--- config.mk ---
export PLATFORM = sky130hd
export DESIGN_NAME = serial_op_sequencer
export DESIGN_NICKNAME = d
export VERILOG_FILES = /design/src/rtl/serial_op_sequencer_pkg.sv /design/src/rtl/serial_op_sequencer_counter.sv /design/src/rtl/serial_op_sequencer.sv
export SDC_FILE = /design/constraint.sdc
export NUM_CORES = 1
export LEC_CHECK = 0
export BUFFER_PORTS_ARGS = -buffer_cell sky130_fd_sc_hd__buf_2
export CAP_MARGIN = 15
export CORE_AREA = 10 10 47 49
export DETAILED_ROUTE_END_ITERATION = 8
export DIE_AREA = 0 0 57 59
export PLACE_DENSITY_LB_ADDON = 0.1
export SKIP_CTS_REPAIR_TIMING = 1
export SKIP_LAST_GASP = 1
export SLEW_MARGIN = 20
export SYNTH_ARGS = -nofsm -noshare
export SYNTH_HDL_FRONTEND = slang
export SYNTH_SLANG_ARGS = --single-unit
--- constraint.sdc ---
create_clock -name clk -period 1.4 [get_ports clk]
set_clock_uncertainty 0.1 [all_clocks]
set_input_delay 0.28 -clock clk [delete_from_list [all_inputs] [get_ports clk]]
set_output_delay 0.28 -clock clk [all_outputs]
set_load 0.03 [all_outputs]
--- src/rtl/serial_op_sequencer_pkg.sv ---
// Shared definitions for the bit-serial operation sequencer: state encoding and default word length.
package serial_op_sequencer_pkg;

  localparam int WIDTH_DEFAULT = 8;
  localparam int CNT_W_DEFAULT = 3;

  typedef enum logic [1:0] {
    S_IDLE  = 2'd0,
    S_LOAD  = 2'd1,
    S_SHIFT = 2'd2,
    S_DONE  = 2'd3
  } state_t;

endpackage

--- src/rtl/serial_op_sequencer_counter.sv ---
// Bit index counter for the serial datapath; clear has priority over increment.
module seq_bit_counter
  import serial_op_sequencer_pkg::*;
#(
  parameter int WIDTH = WIDTH_DEFAULT,
  parameter int CNT_W = CNT_W_DEFAULT
) (
  input  logic             clk,
  input  logic             rst_n,
  input  logic             clear,
  input  logic             inc,
  output logic [CNT_W-1:0] count,
  output logic             last
);

  logic [CNT_W-1:0] count_q;
  logic [CNT_W-1:0] count_d;

  always_comb begin
    count_d = count_q;
    if (clear) begin
      count_d = '0;
    end else if (inc) begin
      count_d = count_q + 1'b1;
    end
  end

  always_ff @(posedge clk or negedge rst_n) begin
    if (!rst_n) begin
      count_q <= '0;
    end else begin
      count_q <= count_d;
    end
  end

  assign count = count_q;
  assign last  = (count_q == CNT_W'(WIDTH - 1));

endmodule

--- src/rtl/serial_op_sequencer.sv ---
// Control FSM for the bit-serial datapath: load, WIDTH shift cycles, then hold the result
// until the consumer accepts it. Outputs are registered copies of the next-state decode.
module serial_op_sequencer
  import serial_op_sequencer_pkg::*;
#(
  parameter int WIDTH = WIDTH_DEFAULT,
  parameter int CNT_W = CNT_W_DEFAULT
) (
  input  logic             clk,
  input  logic             rst_n,
  input  logic             start,
  input  logic             abort,
  input  logic             result_ready,
  output logic             load,
  output logic             carry_clr,
  output logic             shift_en,
  output logic             busy,
  output logic             result_valid,
  output logic [CNT_W-1:0] bit_cnt
);

  state_t state_q, state_d;
  logic   load_q, load_d;
  logic   carry_clr_q, carry_clr_d;
  logic   shift_en_q, shift_en_d;
  logic   busy_q, busy_d;
  logic   result_valid_q, result_valid_d;
  logic   cnt_clr, cnt_inc, cnt_last;

  seq_bit_counter #(
    .WIDTH (WIDTH),
    .CNT_W (CNT_W)
  ) u_bit_counter (
    .clk   (clk),
    .rst_n (rst_n),
    .clear (cnt_clr),
    .inc   (cnt_inc),
    .count (bit_cnt),
    .last  (cnt_last)
  );

  always_comb begin
    state_d = state_q;
    cnt_clr = 1'b0;
    cnt_inc = 1'b0;
    if (abort) begin
      state_d = S_IDLE;
      cnt_clr = 1'b1;
    end else begin
      case (state_q)
        S_IDLE: begin
          cnt_clr = 1'b1;
          if (start) state_d = S_LOAD;
        end
        S_LOAD: begin
          cnt_clr = 1'b1;
          state_d = S_SHIFT;
        end
        S_SHIFT: begin
          // The counter stops on the last bit so it never wraps inside SHIFT.
          if (cnt_last) state_d = S_DONE;
          else          cnt_inc = 1'b1;
        end
        S_DONE: begin
          if (result_ready) begin
            state_d = S_IDLE;
            cnt_clr = 1'b1;
          end
        end
        default: begin
          state_d = S_IDLE;
          cnt_clr = 1'b1;
        end
      endcase
    end

    // Decoding the next state keeps the registered outputs aligned with state_q.
    load_d         = (state_d == S_LOAD);
    carry_clr_d    = (state_d == S_LOAD);
    shift_en_d     = (state_d == S_SHIFT);
    result_valid_d = (state_d == S_DONE);
    busy_d         = (state_d != S_IDLE);
  end

  always_ff @(posedge clk or negedge rst_n) begin
    if (!rst_n) begin
      state_q        <= S_IDLE;
      load_q         <= 1'b0;
      carry_clr_q    <= 1'b0;
      shift_en_q     <= 1'b0;
      busy_q         <= 1'b0;
      result_valid_q <= 1'b0;
    end else begin
      state_q        <= state_d;
      load_q         <= load_d;
      carry_clr_q    <= carry_clr_d;
      shift_en_q     <= shift_en_d;
      busy_q         <= busy_d;
      result_valid_q <= result_valid_d;
    end
  end

  assign load         = load_q;
  assign carry_clr    = carry_clr_q;
  assign shift_en     = shift_en_q;
  assign busy         = busy_q;
  assign result_valid = result_valid_q;

endmodule

==> results_dict.tcl, run 1 <==
set metrics [dict create \
    grt_pass1_vias 332 \
    antenna_found_initial 0 \
    clock_latency_ns 0.26 \
    antenna_left 0 \
    synthFlopType "dfrtp_1" \
    drive_above_1_share_pct 45.1 \
    synth_fp_nets 43 \
    hpwl_um 687 \
    synth.cell_area_sq_um 415 \
    fmaxAchievable_mhz 757 \
    routedWlPerCell_um 13.3 \
    synth_common_cells "dfrtp_1 (9), nor2_1 (4), nor3_1 (3)" \
    endpoint_kind "flip-flop" \
    setup_viol_count_final 0 \
    syn_area_per_cell_sq_um 11.5 \
    holdWs_ns 0.142 \
    rsz0062_at_grt "no" \
    final_nets 59 \
    start_util_pct 29.6 \
    async_reset_ff_share_pct 100 \
    die_h_um 59 \
    fill_cells 147 \
    crit_start "u_bit_counter.count[0]" \
    yosysWarnings 0 \
    cts_root_buffer "clkbuf_4" \
    yosys.area.top_type_share_pct 54.2 \
    worst_pin_slew_ns 0.399 \
    routed_wl_um 889 \
    reg2reg_slack_ns 0.08 \
    clockBufferDepth 2 \
    worst_ep_arrival_time_ns 1.37 \
    p_per_area_mw_per_mm2 1060 \
    chipWidth_um 57 \
    drtPass1Iterations 2 \
    synth_edf_count 0 \
    multi_input_area_sq_um 188 \
    power_leakage_nw 0.256 \
    final_util_pct 38.2 \
    synth.most_common_cell "dfrtp_1" \
    gp_congestion 0.799 \
    n_antenna_cell 0 \
    h-tree-depth 1 \
    relSlewSlack_pct 73.4 \
    yosysSeqAreaShare_pct 54.2 \
    r2r_end "u_bit_counter.count[0]" \
    via_per_inst 4.63 \
    drtIter0Drc 4 \
    grt.overflow.total 0 \
    rr_worst_depth 5 \
    num_vias 310 \
    seq_area_sq_um 228 \
    hold_class "primary input to flip-flop" \
    status "finished clean" \
    cap_violations 0 \
    synth.distinct_cells 18 \
    critical_path_class "flip-flop to flip-flop" \
    rows 14 \
    setup_tns_ns 0 \
    syn_inst 36 \
    hold_viol 0 \
    areaGrowthSynthToFinish_pct 28.9 \
    grt_pass1_wl_mm 1.48 \
    r2r-start "u_bit_counter.count[0]" \
    grt_max_degree 11 \
    core-area_sq_mm 0.00140 \
    port_buffers 12 \
    start_kind "flip-flop" \
    cts.sinks 9 \
    period_share_pct 94.3 \
    clk_pin_slew_ns 0.06 \
    final_max_slew_viol_count 0 \
    synth.largest_area_cell "dfrtp_1" \
    critPathMaxFanout 4 \
    cts_tree "built" \
    grt_usage_pct 5.74 \
    ys_top_cells_by_area "dfrtp_1 (54%), ha_1 (6.0%), mux2i_1 (4.8%), a21oi_2 (4.2%), nor3_1 (3.6%)" \
    drc_errors 0 \
    crit_required_ns 1.45 \
    endpoint "u_bit_counter.count[0]" \
    min_period_ns 1.32 \
    boundaryPins 13 \
    dieArea_sq_mm 0.00336 \
    max-vdd-ir-drop_v 0.000391 \
    cts_buffers 3 \
    ys_ff_latch 9 \
]
## critical path, stage by stage, from the launching register on
cell and delay (ns):
dfrtp_2 0.42, ha_2 0.21, ha_4 0.18, nor2_4 0.12
xnor2_1 0.13, nor2_1 0.05
## metal layers
layer / up-vias / GRT usage, % / routed length (um)
met4: 0 / 4.03 / 5
met1: 146 / 6.05 / 351
met2: 9 / 8.22 / 439
met3: 2 / 3.65 / 92
li1: 153 / - / -
met5: - / 0 / 0
## cell type report
type	count	share of cell area [%]
flip-flops and latches	9	42.5
multi-input cells	24	35.0
repair buffers	13	13.1
clock buffers	4	4.91
well taps	16	3.74
inverters	1	0.701
## state kept, by name, summed over array words and instances (netlist names)
register / cells
u_bit_counter.count: 3
state_q: 2
busy: 1
carry_clr: 1
result_valid: 1
shift_en: 1
## logic make-up (layout without fill, tap and decap cells)
group,Yosys count,in the layout,synth area share (%)
adder cells (fa/ha/maj),2,2,6.02
AND/OR/NAND/NOR,13,13,17.2
flip-flops,9,9,54.2
multiplexers,2,2,4.82
AO/OA/AOI/OAI,6,6,10.2
XOR/XNOR,1,1,2.11
buffers and inverters,3,18,5.42
## through the flow
stage	cell area [sq um]	std cells	power, W	worst slack [ns]
after CTS	513	66	0.000572	0.00559
after floorplan	425	36	0.000346	0.00181
final	536	67	0.000570	0.0796
after detailed placement	487	62	0.000369	0.0196
after global routing	536	67	0.000601	0.0417
after global placement	487	62	0.000368	0.0569
## power breakdown
group	total [W]	switching, W	internal [W]
Combinational	0.0000782	0.0000481	0.0000301
Sequential	0.000287	0.0000147	0.000273
Clock	0.000205	0.0000947	0.000110
## placed cells by master (no fill, tap or decap)
cell type / instances
ha_2: 1
nor2_1: 4
buf_2: 12
and3_1: 1
nor2_4: 1
mux2i_1: 2
a21o_1: 1
inv_1: 1
dfrtp_1: 7
clkbuf_1: 1
dlygate4sd3_1: 1
dfrtp_2: 2
o21ai_1: 2
nand2b_1: 1
nand2_1: 2
nor3_1: 3
nor4b_2: 1
ha_4: 1
clkbuf_4: 3
xnor2_1: 1
o21bai_1: 1
a21oi_2: 2
## worst min path at each step
stage / from / to / cells after the start
floorplan: rst_n / busy / 0
global placement: rst_n / result_valid / 1
detailed placement: rst_n / result_valid / 1
CTS: rst_n / result_valid / 1
global route: abort / shift_en / 2
finish: abort / shift_en / 2
No activity file was read; power rests on OpenSTA's default activity.
==> inputs of run 2 (changes only) <==
==> constraint.sdc (replaced) <==
create_clock -name clk -period 1.3 [get_ports clk]
set_clock_uncertainty 0.1 [all_clocks]
set_input_delay 0.26 -clock clk [delete_from_list [all_inputs] [get_ports clk]]
set_output_delay 0.26 -clock clk [all_outputs]
set_load 0.03 [all_outputs]
==> run 2 against run 1 <==
Effect of this change:
- sequential power increased by 8.0%
- via count increased by 2.6%
- setup slack got worse by 0.078 ns
- sequential share of layout area decreased by 2.1 points
- clock power increased by 3%
- global-route usage increased by 0.14 points
- total power increased by 7.2%
- die area unchanged
- sequential cell count unchanged
- highest routed layer unchanged
==> results_dict.tcl, run 2 (synthesized netlist as in run 1, its figures left out) <==
set metrics [dict create \
    status "finished clean" \
    core-area_sq_mm 0.00140 \
    port_buffers 12 \
    cts_root_buffer "clkbuf_4" \
    worst_pin_slew_ns 0.387 \
    clockBufferDepth 2 \
    grt_pass1_wl_mm 1.56 \
    antenna_left 0 \
    largest_reg_flops 3 \
    drive_above_1_share_pct 46.2 \
    n_antenna_cell 0 \
    areaGrowthSynthToFinish_pct 35.5 \
    rr_worst_depth 5 \
    endpoint_kind "output pin" \
    drtPass1Iterations 2 \
    cts.sinks 9 \
    mostFrequentLayoutCells "buf_2 (11), dfrtp_1 (7), nor2_1 (4), nor3_1 (3), clkbuf_4 (3)" \
    num_vias 318 \
    stdcell_area_sq_um 563 \
    r2r-start "u_bit_counter.count[1]" \
    fill_cells 150 \
    hold_viol 0 \
    r2r_end "u_bit_counter.count[0]" \
    final_nets 60 \
    worst_ep_arrival_time_ns 0.94 \
    chipWidth_um 57 \
    antenna_found_initial 0 \
    start_util_pct 29.6 \
    h-tree-depth 1 \
    max-vdd-ir-drop_v 0.000404 \
    cts_buffers 3 \
    place_area_sq_um 517 \
    crit_required_ns 0.94 \
    relSlewSlack_pct 74.2 \
    setup_tns_ns 0 \
    via_per_inst 4.68 \
    crit_start "u_bit_counter.count[0]" \
    critPathMaxFanout 2 \
    rsz0062_at_grt "yes" \
    reg2reg_slack_ns 0.02 \
    cap_violations 0 \
    clock_latency_ns 0.25 \
    clk_pin_slew_ns 0.06 \
    grt_pass1_vias 345 \
    rows 14 \
    fmaxAchievable_mhz 770 \
    boundaryPins 13 \
    p_per_area_mw_per_mm2 1090 \
    period_share_pct 99.9 \
    cts_tree "built" \
    critical_path_class "flip-flop to output pin" \
    gp_congestion 0.679 \
    final_common_cell "buf_2" \
    drtIter0Drc 2 \
    dieArea_sq_mm 0.00336 \
    die_h_um 59 \
    grt.overflow.total 0 \
    power_leakage_nw 0.263 \
    dp_cells 63 \
    finalPower_w 0.000611 \
    routedWlPerCell_um 13.8 \
    setup_viol_count_final 0 \
    routed_wl_um 940 \
    finalNonFillerCells 68 \
    grt_max_degree 11 \
    hold_class "primary input to flip-flop" \
    final_util_pct 40.2 \
    endpoint "bit_cnt[0]" \
    hpwl_um 743 \
    start_kind "flip-flop" \
    final_max_slew_viol_count 0 \
    min_period_ns 1.30 \
    grt_usage_pct 5.88 \
    drc_errors 0 \
]
==> run 2: changes by cell type in the layout (fill, tap and decap cells not counted), sizes merged <==
cell / previous run / this run
buf: 12 / 13
==> run 2: stage by stage <==
stage / setup slack, ns / hold WS [ns]
after CTS: -0.0582 / -0.254
after floorplan: -0.0352 / -0.136
final: 0.00158 / 0.126
after global placement: 0.0122 / 0.0198
after global routing: -0.0322 / 0.136
after detailed placement: -0.00877 / 0.0269
==> run 2: final cells by class <==
cell class / count / area [sq um] / area share (%)
Clock buffer: 4 / 26.3 / 4.67
Timing Repair Buffer: 14 / 87.6 / 15.6
Tap cell: 16 / 20.0 / 3.56
Sequential cell: 9 / 228 / 40.4
Multi-Input combinational cell: 24 / 198 / 35.1
Inverter: 1 / 3.75 / 0.667
==> run 2: worst min-delay path by stage <==
stage | startpoint | to | slack, ns | cells after the start
finish | abort | shift_en | 0.13 | 2
global route | abort | carry_clr | 0.14 | 2
CTS | rst_n | state_q[0] | -0.25 | 1
detailed placement | rst_n | state_q[0] | 0.03 | 1
global placement | rst_n | state_q[0] | 0.02 | 1
floorplan | rst_n | busy | -0.14 | 0
==> run 2: critical path: stages, from the launching register on <==
cell     delay (ns)
dfrtp_2        0.43
buf_6          0.13
buf_6          0.13
==> run 2: layer usage <==
metal	wire (um)	global-route usage, %
met1	387	6.43
met2	470	8.84
met3	74	2.79
met4	8	4.03
met5	0	0
==> run 2: power breakdown <==
group	total, W	switching (W)	internal (W)
Sequential	0.000310	0.0000161	0.000294
Clock	0.000211	0.0000932	0.000118
Combinational	0.0000905	0.0000537	0.0000368
==> inputs of run 3 (changes only) <==
--- a/config.mk
+++ b/config.mk
@@ -7,13 +7,16 @@
 export LEC_CHECK = 0
 export BUFFER_PORTS_ARGS = -buffer_cell sky130_fd_sc_hd__buf_2
 export CAP_MARGIN = 15
-export CORE_AREA = 10 10 47 49
+export CELL_PAD_IN_SITES_DETAIL_PLACEMENT = 2
+export CELL_PAD_IN_SITES_GLOBAL_PLACEMENT = 2
+export CORE_MARGIN = 10
+export CORE_UTILIZATION = 29
 export DETAILED_ROUTE_END_ITERATION = 8
-export DIE_AREA = 0 0 57 59
 export PLACE_DENSITY_LB_ADDON = 0.1
 export SKIP_CTS_REPAIR_TIMING = 1
 export SKIP_LAST_GASP = 1
 export SLEW_MARGIN = 20
 export SYNTH_ARGS = -nofsm -noshare
 export SYNTH_HDL_FRONTEND = slang
+export SYNTH_HIERARCHICAL = 1
 export SYNTH_SLANG_ARGS = --single-unit
==> run 3 against run 2 <==
Effect of this change:
- the flow now finishes with violations (negative setup slack)
- total power increased by 3.4%
- cell area increased by 16%
- wire length increased by 39%
- global-route usage increased by 2.3 points
- die area increased by 2.4%
- core utilization increased by 8.3 points
- clock power increased by 5%
- via count increased by 17%
- combinational power increased by 22%
- fmax decreased by 9.8%
- worst hold slack improved by 0.046 ns
- critical path type is now flip-flop to flip-flop
- largest power group unchanged
- highest routed layer unchanged
==> results_dict.tcl, run 3 <==
set metrics [dict create \
    wl_met1_um 572 \
    final_max_slew_viol_count 0 \
    cts.sinks 9 \
    n_antenna_cell 0 \
    yosys.area.top_type_share_pct 51.9 \
    h-tree-depth 1 \
    port_buffers 12 \
    holdWs_ns 0.172 \
    cp.depth 4 \
    drtPass1Iterations 1 \
    synthFlopType "dfrtp_1" \
    power_leakage_nw 0.302 \
    endpoint "shift_en" \
    worst_slack_ns -0.140 \
    via_per_inst 4.95 \
    hold_class "primary input to flip-flop" \
    p_per_area_mw_per_mm2 967 \
    final_nets 68 \
    clockBufferDepth 2 \
    critical_path_class "flip-flop to flip-flop" \
    grt_pass1_wl_mm 2.01 \
    synth.cell_area_sq_um 434 \
    antenna_found_initial 0 \
    clock_latency_ns 0.26 \
    ys_ff_latch 9 \
    drive_above_1_share_pct 51.7 \
    max-vdd-ir-drop_v 0.000549 \
    final_util_pct 48.5 \
    synth.largest_area_cell "dfrtp_1" \
    r2r_end "shift_en" \
    r2r-start "u_bit_counter/count[1]" \
    rows 13 \
    grt_usage_pct 8.15 \
    dpl_worst_slack_ns -0.157 \
    die_h_um 58.7 \
    setup_viol_count_final 7 \
    grt_pass1_vias 407 \
    crit_required_ns 1.39 \
    grt_max_degree 10 \
    cts_root_buffer "clkbuf_4" \
    reg2reg_slack_ns -0.14 \
    boundaryPins 13 \
    start_kind "flip-flop" \
    met3WireLength_um 108 \
    synth.distinct_cells 19 \
    grt.overflow.total 0 \
    syn_inst 37 \
    finalPower_w 0.000633 \
    cap_violations 0 \
    crit_start "u_bit_counter/count[1]" \
    dieArea_sq_mm 0.00344 \
    rr_worst_depth 4 \
    hpwl_um 976 \
    core-area_sq_mm 0.00135 \
    relSlewSlack_pct 78.5 \
    ys_top_cells_by_area "dfrtp_1 (52%), ha_1 (5.8%), nand2b_1 (5.8%), mux2i_1 (4.6%), nor2_1 (4.3%)" \
    async_reset_ff_share_pct 100 \
    failed_checks "negative setup slack" \
    rsz0062_at_grt "yes" \
    synth_common_cells "dfrtp_1 (9), nor2_1 (5), nand2b_1 (4)" \
    hold_viol 0 \
    critPathBufInv 0 \
    drtIter0Drc 0 \
    synth_fp_nets 44 \
    clk_pin_slew_ns 0.06 \
    cts_buffers 3 \
    min_period_ns 1.44 \
    route.met2.wl_um 596 \
    antenna_left 0 \
    start_util_pct 32.2 \
    slowest_delay_ns 0.42 \
    gp_congestion 0.722 \
    endpoint_kind "flip-flop" \
    yosysWarnings 6 \
    drc_errors 0 \
    period_share_pct 111 \
    syn_area_per_cell_sq_um 11.7 \
    synth.most_common_cell "dfrtp_1" \
    critPathMaxFanout 4 \
    largest_reg_flops 3 \
    synth_edf_count 0 \
    areaGrowthSynthToFinish_pct 50.7 \
    cts_tree "built" \
    mostFrequentLayoutCells "buf_2 (9), buf_4 (9), dfrtp_1 (7), nor2_1 (5), nand2b_1 (4)" \
    critPathSlowestCell "dfrtp_2" \
    crit_family "flip-flops" \
    worst_pin_slew_ns 0.323 \
    yosysSeqAreaShare_pct 51.9 \
    fmaxAchievable_mhz 694 \
    top_layer_used "met4" \
    status "finished, violations left" \
    routedWlPerCell_um 17.5 \
    crit_chain "ha_4 -> ha_4 -> or3b_1 -> a21oi_2" \
    worst_ep_arrival_time_ns 1.53 \
    chipWidth_um 58.7 \
    crit_top_cell "ha_4" \
    num_vias 371 \
    routed_wl_mm 1.31 \
]
## run 3: cell types whose count changed after synthesis, sizes merged
cell,previous run,this run
nand2b,1,4
nand2,2,0
nor3,3,1
o21ai,2,0
a31oi,0,1
a32o,0,1
and3,1,0
buf,2,3
inv,1,0
mux2,0,1
o21a,0,1
o21bai,1,0
o31a,0,1
or3b,0,1
## run 3: worst reg2reg max path: cells and delay by family (launching register included)
kind                     cells  cell delay, ns
adder cells (fa/ha/maj)      2            0.34
AND/OR/NAND/NOR              1            0.37
AO/OA/AOI/OAI                1            0.13
flip-flops                   1            0.42
## run 3: metal layers
| metal | up-vias | global-route usage, % |
|---|---|---|
| met5 | - | 0 |
| met4 | 0 | 5.90 |
| met3 | 4 | 4.72 |
| met2 | 12 | 12.6 |
| met1 | 178 | 7.98 |
| li1 | 177 | - |
## run 3: through the flow
step           setup TNS, ns  instances  instance area [sq um]
2_1_floorplan         -0.763         37                    473
5_1_grt                -1.11         75                    654
3_3_place_gp          -0.449         68                    581
6_report              -0.748         75                    654
4_1_cts               -0.815         72                    607
3_5_place_dp          -0.608         68                    581
## run 3: how the worst min path moves through the flow
stage	start	end	slack (ns)	cells past startpoint
3_5_place_dp	rst_n	state_q[1]	0.03	1
6_report	start	busy	0.17	2
4_1_cts	rst_n	state_q[1]	-0.26	1
5_1_grt	start	busy	0.16	2
3_3_place_gp	rst_n	carry_clr	0.02	1
2_1_floorplan	rst_n	busy	-0.14	0
## run 3: kinds of logic (layout without fill, tap and decap cells)
| logic type | count (synthesis) | count (layout) | share of synthesized area [%] |
|---|---|---|---|
| flops | 9 | 9 | 51.9 |
| buf+inv | 3 | 26 | 5.47 |
| xor+xnor | 1 | 1 | 2.02 |
| fa+ha+maj | 2 | 2 | 5.76 |
| simple gates | 12 | 12 | 15.3 |
| compound gates | 7 | 7 | 11.5 |
| mux | 3 | 3 | 8.07 |
## run 3: area by class of cell
| type | count | area, sq um |
|---|---|---|
| Fill cell | 152 | 696 |
| Timing Repair Buffer | 22 | 156 |
| Multi-Input combinational cell | 25 | 225 |
| Sequential cell | 9 | 228 |
| Tap cell | 15 | 18.8 |
| Clock buffer | 4 | 26.3 |
## run 3: report_power, final
group / total [W] / internal, W / switching, W
Combinational: 0.000110 / 0.0000481 / 0.0000614
Clock: 0.000221 / 0.000119 / 0.000103
Sequential: 0.000302 / 0.000292 / 0.00000982
